## src/rtl/fsm_uart_rx.sv

```systemverilog
// 8N1 UART receiver: 2-flop synchronizer, mid-bit sampling FSM, and a pending-byte
// flag with sticky framing-error and overrun indications for software.
`timescale 1ns/1ps
module fsm_uart_rx #(
    parameter int unsigned CLK_FREQ_HZ = 10_000_000,
    parameter int unsigned BAUD        = 9600
) (
    input  logic       clk_i,
    input  logic       rst_i,
    input  logic       rx_i,
    input  logic       clr_i,
    output logic [7:0] data_o,
    output logic       we_o,
    output logic       new_rx_o,
    output logic       frame_err_o,
    output logic       overrun_o,
    output logic       busy_o
);

    localparam int unsigned CLKS_PER_BIT = CLK_FREQ_HZ / BAUD;
    localparam int unsigned HALF_BIT     = CLKS_PER_BIT / 2;
    localparam int unsigned CntW         = $clog2(CLKS_PER_BIT);

    localparam logic [CntW-1:0] CntBitLast  = CntW'(CLKS_PER_BIT - 1);
    localparam logic [CntW-1:0] CntHalfLast = CntW'(HALF_BIT - 1);

    typedef enum logic [2:0] {
        StIdle,
        StStart,
        StData,
        StStop,
        StDone,
        StWaitHi
    } state_e;

    logic            r_sync1;
    logic            r_sync2;
    logic            w_rxs;
    state_e          r_state;
    state_e          w_state_nxt;
    logic [CntW-1:0] r_cnt;
    logic [CntW-1:0] w_cnt_nxt;
    logic [2:0]      r_idx;
    logic [2:0]      w_idx_nxt;
    logic [7:0]      r_shift;
    logic [7:0]      w_shift_nxt;
    logic [7:0]      r_data;
    logic [7:0]      w_data_nxt;
    logic            r_new_rx;
    logic            w_new_rx_nxt;
    logic            r_frame_err;
    logic            w_frame_err_nxt;
    logic            r_overrun;
    logic            w_overrun_nxt;
    logic            w_we;

    // Synchronize the asynchronous serial line; idle level is high.
    always_ff @(posedge clk_i or negedge rst_i) begin
        if (!rst_i) begin
            r_sync1 <= 1'b1;
            r_sync2 <= 1'b1;
        end else begin
            r_sync1 <= rx_i;
            r_sync2 <= r_sync1;
        end
    end

    assign w_rxs = r_sync2;

    // State, bit timing, shift register and software-visible flags.
    always_ff @(posedge clk_i or negedge rst_i) begin
        if (!rst_i) begin
            r_state     <= StIdle;
            r_cnt       <= '0;
            r_idx       <= '0;
            r_shift     <= '0;
            r_data      <= '0;
            r_new_rx    <= 1'b0;
            r_frame_err <= 1'b0;
            r_overrun   <= 1'b0;
        end else begin
            r_state     <= w_state_nxt;
            r_cnt       <= w_cnt_nxt;
            r_idx       <= w_idx_nxt;
            r_shift     <= w_shift_nxt;
            r_data      <= w_data_nxt;
            r_new_rx    <= w_new_rx_nxt;
            r_frame_err <= w_frame_err_nxt;
            r_overrun   <= w_overrun_nxt;
        end
    end

    // Next-state and datapath updates; flag sets in the case below override clr_i.
    always_comb begin
        w_state_nxt     = r_state;
        w_cnt_nxt       = r_cnt;
        w_idx_nxt       = r_idx;
        w_shift_nxt     = r_shift;
        w_data_nxt      = r_data;
        w_new_rx_nxt    = r_new_rx;
        w_frame_err_nxt = r_frame_err;
        w_overrun_nxt   = r_overrun;
        w_we            = 1'b0;

        if (clr_i) begin
            w_new_rx_nxt    = 1'b0;
            w_frame_err_nxt = 1'b0;
            w_overrun_nxt   = 1'b0;
        end

        unique case (r_state)
            StIdle: begin
                w_cnt_nxt = '0;
                if (!w_rxs) begin
                    w_state_nxt = StStart;
                end
            end
            StStart: begin
                if (r_cnt == CntHalfLast) begin
                    w_cnt_nxt   = '0;
                    // A start bit that is gone by mid-bit was a glitch.
                    w_state_nxt = w_rxs ? StIdle : StData;
                end else begin
                    w_cnt_nxt = r_cnt + CntW'(1);
                end
            end
            StData: begin
                if (r_cnt == CntBitLast) begin
                    w_cnt_nxt   = '0;
                    w_shift_nxt = {w_rxs, r_shift[7:1]};
                    w_idx_nxt   = r_idx + 3'd1;
                    if (r_idx == 3'd7) begin
                        w_state_nxt = StStop;
                    end
                end else begin
                    w_cnt_nxt = r_cnt + CntW'(1);
                end
            end
            StStop: begin
                if (r_cnt == CntBitLast) begin
                    w_cnt_nxt = '0;
                    if (w_rxs) begin
                        // Load here so data_o is already valid while we_o is high.
                        w_data_nxt  = r_shift;
                        w_state_nxt = StDone;
                    end else begin
                        w_frame_err_nxt = 1'b1;
                        w_state_nxt     = StWaitHi;
                    end
                end else begin
                    w_cnt_nxt = r_cnt + CntW'(1);
                end
            end
            StDone: begin
                w_we         = 1'b1;
                w_new_rx_nxt = 1'b1;
                if (r_new_rx && !clr_i) begin
                    w_overrun_nxt = 1'b1;
                end
                w_state_nxt = StIdle;
            end
            StWaitHi: begin
                // Hold off until the line returns high so a break is one error.
                if (w_rxs) begin
                    w_state_nxt = StIdle;
                end
            end
            default: begin
                w_state_nxt = StIdle;
            end
        endcase
    end

    assign data_o      = r_data;
    assign we_o        = w_we;
    assign new_rx_o    = r_new_rx;
    assign frame_err_o = r_frame_err;
    assign overrun_o   = r_overrun;
    assign busy_o      = (r_state != StIdle);

endmodule

```

## config.mk

```make
export PLATFORM = sky130hd
export DESIGN_NAME = fsm_uart_rx
export DESIGN_NICKNAME = d
export VERILOG_FILES = /design/src/rtl/fsm_uart_rx.sv
export SDC_FILE = /design/constraint.sdc
export NUM_CORES = 1
export LEC_CHECK = 0
export ABC_CLOCK_PERIOD_IN_PS = 5700
export BUFFER_PORTS_ARGS = -buffer_cell sky130_fd_sc_hd__buf_4
export CORE_MARGIN = 3
export CORE_UTILIZATION = 45
export DETAILED_ROUTE_END_ITERATION = 6
export GPL_ROUTABILITY_DRIVEN = 0
export PLACE_DENSITY = 0.62
export SYNTH_ARGS = -nofsm -noshare
export SYNTH_HDL_FRONTEND = slang
export SYNTH_SLANG_ARGS = --single-unit
export TNS_END_PERCENT = 20
```

## constraint.sdc

```tcl
create_clock -name clk_i -period 5.7 [get_ports clk_i]
set_input_delay 1.14 -clock clk_i [delete_from_list [all_inputs] [get_ports clk_i]]
set_output_delay 1.14 -clock clk_i [all_outputs]
set_load 0.03 [all_outputs]
```

==> impl_metrics.toml, run 1 <==
[outcome]
status = "complete, no violations"

[routing]
routed_wl_per_cell_um = 15.0
drc = 0
initialDrtViolationCount = 100
route.vias.total = 1305
via_per_inst = 5.77
routed_wirelength_um = 3390
1st_pass_router_iterations = 4
drt.antenna.violating_nets = 0

[worst_setup_path]
worst_setup_path_startpoint = "r_state[2]$_DFFE_PN0P_"
crit_path_max_incr_delay_ns = 0.72
cpMaxStageDelayCell = "dfrtp_1"
worst_setup_path_end_kind = "output pin"
critical_path.max_fanout = 19
cp.arrival_ns = 1.95
regToRegSetupSlack_ns = 3.45
sort_of_element_at_the_start_of_the_critical_path = "flip-flop"
timing.critical_path.cells = "inv_1 -> nor3_1 -> buf_4"
timing.setup.critical_path_class = "flip-flop to output pin"
reg2reg_from = "r_cnt[8]$_DFFE_PN0P_"
cp.required_ns = 4.56

[floorplanning]
row_count = 22
coreArea_um2 = 3830
initial_utilization_pct = 49.1
top_level_ports = 17
die_h_um = 70.6
die-area_um2 = 4980
die_width_um = 70.6

[cts]
post_cts_resized = 0
worst_skew_pair.late_latency_ns = 0.29
clock-sinks = 38
cts_root_buffer = "clkbuf_8"
post-cts-setup-buffer-count = 0
cts.hold.buffers_added = 0
clock_tree.buffer_depth = 2
cts.reportedPaths.clkPinSlew_ns = 0.08
tritoncts_clock_tree = "yes"
htree_levels = 2
cts_buffers = 5

[sta]
post-route-min-period_ns = 3.09
timing.max_slew.rel_slack_pct = 52.8
slew_limit_fails = 0
maxClockFrequency_mhz = 324
fin_tns_setup_ns = 0
finalWorstSetupSlack_ns = 2.61
layout_worst_path_cycle_share_pct = 54.2
tightestPinTransition_ns = 0.708
setup_repair_after_global_routing_missed_its_margin = "false"
skew_ns = 0.0115
hold_violations = 0
setup_violations = 0

[place]
place.port_buffers = 16
detailedPlace.worstSlack_ns = 2.97
detailedPlacementHpwl_um = 2270

[final_layout]
area_growth_pct = 14.6
multi_input_gate_area_in_the_final_layout_um2 = 848
diode_count = 0
layout.filler_cells = 319
num-nets-final = 185
layout-drive-gt1-share_pct = 26.4
seqCellArea_um2 = 953

[power]
leakagePower_uw = 0.00101
power.net_switching_uw = 98.1
pwr-share-clk_pct = 49.9
power_per_cell_area_nw_per_um2 = 259
combinational_fraction_of_design_power_pct = 1.3
cellInternalPower_uw = 459
pwr-share-seq_pct = 48.8
power_switching_share_pct = 17.6
peakVddDrop_mv = 0.147

[yosys]
postSynth.asyncResetShare_pct = 100
synth_edf_count = 0
ys_ff_latch = 38
synth_largest_type_area_fraction_pct = 48.0
mappedNetlistNets = 171
synth_top_flop_cell = "dfrtp_1"
syn_avg_cell_area_um2 = 11.5
synth.distinct_cells = 41
warning_count_from_the_yosys_run = 0
syn-instance-count = 163
synth_top_area_cell = "dfrtp_1"
netlist_area_um2 = 1880
synth_sequential_area_ratio_pct = 50.8
netlist_top_cells_area = "dfrtp_1 48%, mux2_4 7.2%, mux2_2 5.4%"

[grt]
globalRoute.totalOverflow = 0
grt_max_degree = 39
antenna_found_initial = 0
number_of_global_route_vias_before_repair = 1334
grt_use_total_pct = 15.3
grt_pass1_wl_um = 6160

[hold_path]
worstHoldStart = "r_sync1$_DFF_PN1_"
worstHoldPathType = "flip-flop to flip-flop"

[job]
max_cap_viol_count = 0
[cell usage after synthesis (2+ instances only)]
| master | n |
|---|---|
| dfrtp_1 | 36 |
| ha_1 | 4 |
| nand2_1 | 16 |
| inv_1 | 7 |
| a21oi_1 | 2 |
| mux2_4 | 9 |
| nor4_1 | 4 |
| o2111ai_1 | 2 |
| clkbuf_1 | 6 |
| o311ai_0 | 3 |
| or3_1 | 3 |
| and3_1 | 2 |
| buf_4 | 2 |
| o22ai_1 | 2 |
| and3b_1 | 2 |
| nand4_1 | 4 |
| a21o_1 | 2 |
| mux2_2 | 9 |
| o211ai_1 | 7 |
| a31oi_1 | 2 |
| o221ai_1 | 2 |
| nand3_1 | 4 |
| dfstp_2 | 2 |
| o21ai_0 | 7 |
| o21a_1 | 2 |
| nor3_1 | 3 |
| nor2_1 | 5 |
[power groups by stage]
stage	Combinational, µW	Clock [µW]	Sequential (µW)
2_1_floorplan	0.543	0	277
3_3_place_gp	7.36	0	277
5_1_grt	8.71	300	272
3_5_place_dp	7.63	0	277
4_1_cts	7.63	285	272
6_report	7.17	278	272
[placed cells by master (no fill, tap or decap), drive strengths merged, types with 2 or more instances in the layout]
cell type | Yosys | routed
dfrtp | 36 | 36
mux2 | 18 | 18
nand2 | 16 | 16
buf | 3 | 16
o21ai | 8 | 8
inv | 7 | 7
o211ai | 7 | 7
clkbuf | 6 | 6
nor2 | 5 | 5
nand4 | 5 | 5
nor4 | 5 | 5
nand3 | 4 | 4
ha | 4 | 4
or3 | 3 | 3
nor3 | 3 | 3
o311ai | 3 | 3
a21oi | 2 | 2
and3b | 2 | 2
and3 | 2 | 2
a31oi | 2 | 2
a21o | 2 | 2
o21a | 2 | 2
o22ai | 2 | 2
o221ai | 2 | 2
o2111ai | 2 | 2
bufinv | 0 | 2
dfstp | 2 | 2
[metal layers]
layer,up-vias,share of wire [%],global-route usage [%],routed length (µm)
met3,6,4.3,4.83,147
met4,0,1.2,5.01,41
met2,34,45,22.2,1540
met5,-,0,0,0
met1,624,49,21.8,1660
li1,641,-,-,-
[cell families after synthesis]
| kind of cell | after synthesis | share of synthesized area (%) |
|---|---|---|
| simple gates | 49 | 15.1 |
| compound gates | 36 | 13.8 |
| fa+ha+maj | 4 | 2.67 |
| mux | 19 | 13.1 |
| xor+xnor | 1 | 0.467 |
| flops | 38 | 50.8 |
| buf+inv | 16 | 4.00 |
[final cells by class]
class	instances	area share, %
flip-flops and latches	38	44.3
multi-input cells	109	39.4
repair buffers	16	5.58
clock buffers	6	3.84
clock inverters	2	2.79
well taps	48	2.79
inverters	7	1.22
[registers in the layout, summed over array words and instances (netlist names), 3 cells and up]
name,cells
data_o,8
r_state,3
r_idx,3
r_shift,8
r_cnt,11
[final timing paths]
check / endpoint / cells after the start
max: we_o / 3
min: r_sync2$_DFF_PN1_ / 0
max reg2reg: data_o[6]$_DFFE_PN0P_ / 4
min reg2reg: r_sync2$_DFF_PN1_ / 0
max in group asynchronous: r_sync2$_DFF_PN1_ / 1
min in group asynchronous: r_cnt[10]$_DFFE_PN0P_ / 1
[per-stage QoR]
step           instances  power [µW]  hold slack, ns  instance area, µm²  util (%)
2_1_floorplan        163         277           0.345                1880         -
3_3_place_gp         218         284           0.347                2010      52.5
3_5_place_dp         218         284           0.352                2010      52.5
4_1_cts              226         564           0.362                2150      56.2
5_1_grt              226         580           0.366                2150      56.2
6_report             226         557           0.358                2150      56.2
[critical path, delay by kind of cell (launching register included)]
kind                   cells  cell delay, ns
buffers and inverters      2            0.58
AND/OR/NAND/NOR            1            0.36
flip-flops                 1            0.72
(Power assumes the default switching activity.)
==> inputs of run 2 (changes only) <==
--- a/config.mk
+++ b/config.mk
@@ -5,7 +5,8 @@
 export SDC_FILE = /design/constraint.sdc
 export NUM_CORES = 1
 export LEC_CHECK = 0
-export ABC_CLOCK_PERIOD_IN_PS = 5700
+export ABC_AREA = 1
+export ABC_CLOCK_PERIOD_IN_PS = 2850
 export BUFFER_PORTS_ARGS = -buffer_cell sky130_fd_sc_hd__buf_4
 export CORE_MARGIN = 3
 export CORE_UTILIZATION = 45
==> constraint.sdc (replaced) <==
create_clock -name clk_i -period 2.85 [get_ports clk_i]
set_input_delay 0.57 -clock clk_i [delete_from_list [all_inputs] [get_ports clk_i]]
set_output_delay 0.57 -clock clk_i [all_outputs]
set_load 0.03 [all_outputs]
==> run 2 against run 1 <==
Compared with the run above:
- die area rose by 0.37%
- flip-flop and latch count did not move
- largest cell class unchanged
- worst hold slack got worse by 0.12 ns
==> impl_metrics.toml, run 2 <==
[outcome]
status = "complete, no violations"

[floorplanning]
initial_utilization_pct = 48.9
row_count = 22
die_width_um = 70.7
die-area_um2 = 5000
die_h_um = 70.7
coreArea_um2 = 3850
top_level_ports = 17

[routing]
drt.antenna.violating_nets = 0
via_per_inst = 4.95
1st_pass_router_iterations = 4
route.vias.total = 1360
routed_wl_per_cell_um = 12.3
drc = 0
initialDrtViolationCount = 117
routed_wirelength_um = 3370

[cts]
clock-sinks = 38
tritoncts_clock_tree = "yes"
cts_buffers = 5
cts.hold.buffers_added = 0
cts_root_buffer = "clkbuf_8"
htree_levels = 2
post-cts-setup-buffer-count = 0
worst_skew_pair.late_latency_ns = 0.28
cts.reportedPaths.clkPinSlew_ns = 0.07
clock_tree.buffer_depth = 2
post_cts_resized = 0

[sta]
slew_limit_fails = 0
layout_worst_path_cycle_share_pct = 69.6
fin_tns_setup_ns = 0
hold_violations = 0
setup_violations = 0
maxClockFrequency_mhz = 504
post-route-min-period_ns = 1.98
finalWorstSetupSlack_ns = 0.867
setup_repair_after_global_routing_missed_its_margin = "false"
skew_ns = 0.00629
tightestPinTransition_ns = 0.474
timing.max_slew.rel_slack_pct = 68.4

[power]
p_total_uw = 935
power_per_cell_area_nw_per_um2 = 439
leakagePower_uw = 0.00103
peakVddDrop_mv = 0.291

[yosys]
mappedNetlistNets = 214
synth.distinct_cells = 27
post_synth_mux_area_share_pct = 0
warning_count_from_the_yosys_run = 0
netlist_area_um2 = 1880
area_share_of_fa_ha_maj_cells_after_synthesis_pct = 2.66
synth_top_family_by_area = "simple AND/OR/NAND/NOR gates"
netlist_top_cells_area = "dfrtp_1 48%, nand2_1 9.0%, o21ai_2 7.9%"
yosysMostFrequentCell = "nand2_1"
synth_compound_area_share_pct = 11.5
ys_ff_latch = 38
synth_edf_count = 0
post_synth_and_or_nand_nor_area_fraction_pct = 24.8
syn-instance-count = 206
syn_avg_cell_area_um2 = 9.15
synth_largest_type_area_fraction_pct = 47.8
synth_top_area_cell = "dfrtp_1"
postSynth.asyncResetShare_pct = 100
synth_top_flop_cell = "dfrtp_1"
synth_sequential_area_ratio_pct = 50.6
post_synth_most_frequent_cells = "45 x nand2_1, 36 x dfrtp_1, 22 x inv_1, 21 x nor2_1, 17 x o21ai_2"
xor_and_xnor_area_share_after_synthesis_pct = 3.72

[final_layout]
instances_no_fill = 275
layout-drive-gt1-share_pct = 26.4
num-nets-final = 234
area_growth_pct = 13.0
diode_count = 0
regMostFlops = "r_cnt"
most_common_library_cell_in_the_layout_ignoring_fill_and_taps = "nand2_1"
mostFrequentLayoutCells = "45 x nand2_1, 36 x dfrtp_1, 22 x inv_1"
flip_flop_count_of_the_largest_register_all_copies_and_words_added = 11

[worst_setup_path]
critical_path.max_fanout = 10
timing.setup.critical_path_class = "flip-flop to output pin"
crit_path_max_incr_delay_ns = 0.58
path_buf_inv = 2
timing.critical_path.cells = "inv_4 -> nor3_1 -> buf_4"
cp.required_ns = 2.28
r2r.worst_path.cells = 7
worst_setup_path_end_kind = "output pin"
cpMaxStageDelayCell = "dfrtp_1"
sort_of_element_at_the_start_of_the_critical_path = "flip-flop"
critical_path.top_delay_family = "flip-flops"
cp_num_cells = 3
cp.arrival_ns = 1.41

[grt]
grt_max_degree = 39
number_of_global_route_vias_before_repair = 1346
antenna_found_initial = 0
grt_use_total_pct = 14.2
globalRoute.totalOverflow = 0
grt_pass1_wl_um = 5830

[job]
max_cap_viol_count = 0

[hold_path]
worstHoldPathType = "input port to async pin"

[place]
detailedPlace.worstSlack_ns = 1.18
dpl.cell_count = 267
place.port_buffers = 16
detailedPlacementHpwl_um = 2440
run 2: cell types whose count changed in the layout (fill, tap and decap cells not counted), sizes merged, moves of 3 or more:
cell	previous run	this run
nand4	5	1
nand2	16	49
o21ai	8	24
nand3	4	17
o211ai	7	0
xor2	0	6
nor2	5	27
a21oi	2	5
inv	7	25
mux2	18	0
o311ai	3	0
or3	3	0
nor4	5	0
run 2: layer usage:
layer  GRT usage [%]  wire (µm)  vias up
met5               0          0        -
met4            5.01         35        0
met3            3.55        127        4
met2            22.0       1500       27
met1            19.5       1710      638
li1                -          -      691
run 2: final timing paths:
| path | to | from | slack [ns] |
|---|---|---|---|
| hold / removal | r_cnt[2]$_DFFE_PN0P_ | rst_i | 0.24 |
| setup / recovery | we_o | r_state[2]$_DFFE_PN0P_ | 0.87 |
| setup reg to reg | data_o[1]$_DFFE_PN0P_ | r_cnt[0]$_DFFE_PN0P_ | 1.22 |
| hold reg to reg | r_sync2$_DFF_PN1_ | r_sync1$_DFF_PN1_ | 0.36 |
| min in group clk_i | r_sync2$_DFF_PN1_ | r_sync1$_DFF_PN1_ | 0.36 |
| max in group asynchronous | r_sync1$_DFF_PN1_ | rst_i | 2.25 |
run 2: cell families (layout without fill, tap and decap cells):
| kind of cell | Yosys count | count (layout) |
|---|---|---|
| buffers and inverters | 28 | 49 |
| AOI/OAI and AO/OA | 30 | 30 |
| xor gates and xnor gates | 8 | 8 |
| and+or+nand+nor | 98 | 98 |
| DFF | 38 | 38 |
| adders and majority gates | 4 | 4 |
run 2: final cells by class:
class                           instances  area, µm²
Fill cell                             352       1720
Sequential cell                        38        953
Tap cell                               48       60.1
Clock buffer                            6       82.6
Inverter                               25       96.3
Clock inverter                          2       12.5
Multi-Input combinational cell        140        805
Timing Repair Buffer                   16        120
run 2: where the power goes:
group / total, µW / internal (µW) / switching, µW
Clock: 377 / 194 / 182
Sequential: 543 / 542 / 1.18
Combinational: 16.1 / 3.70 / 12.4
run 2: through the flow:
stage	hold slack [ns]	area [µm²]	util, %
2_1_floorplan	0.274	1880	-
3_3_place_gp	0.347	2030	52.8
3_5_place_dp	0.348	2030	52.8
4_1_cts	0.249	2130	55.3
5_1_grt	0.271	2130	55.3
6_report	0.237	2130	55.3
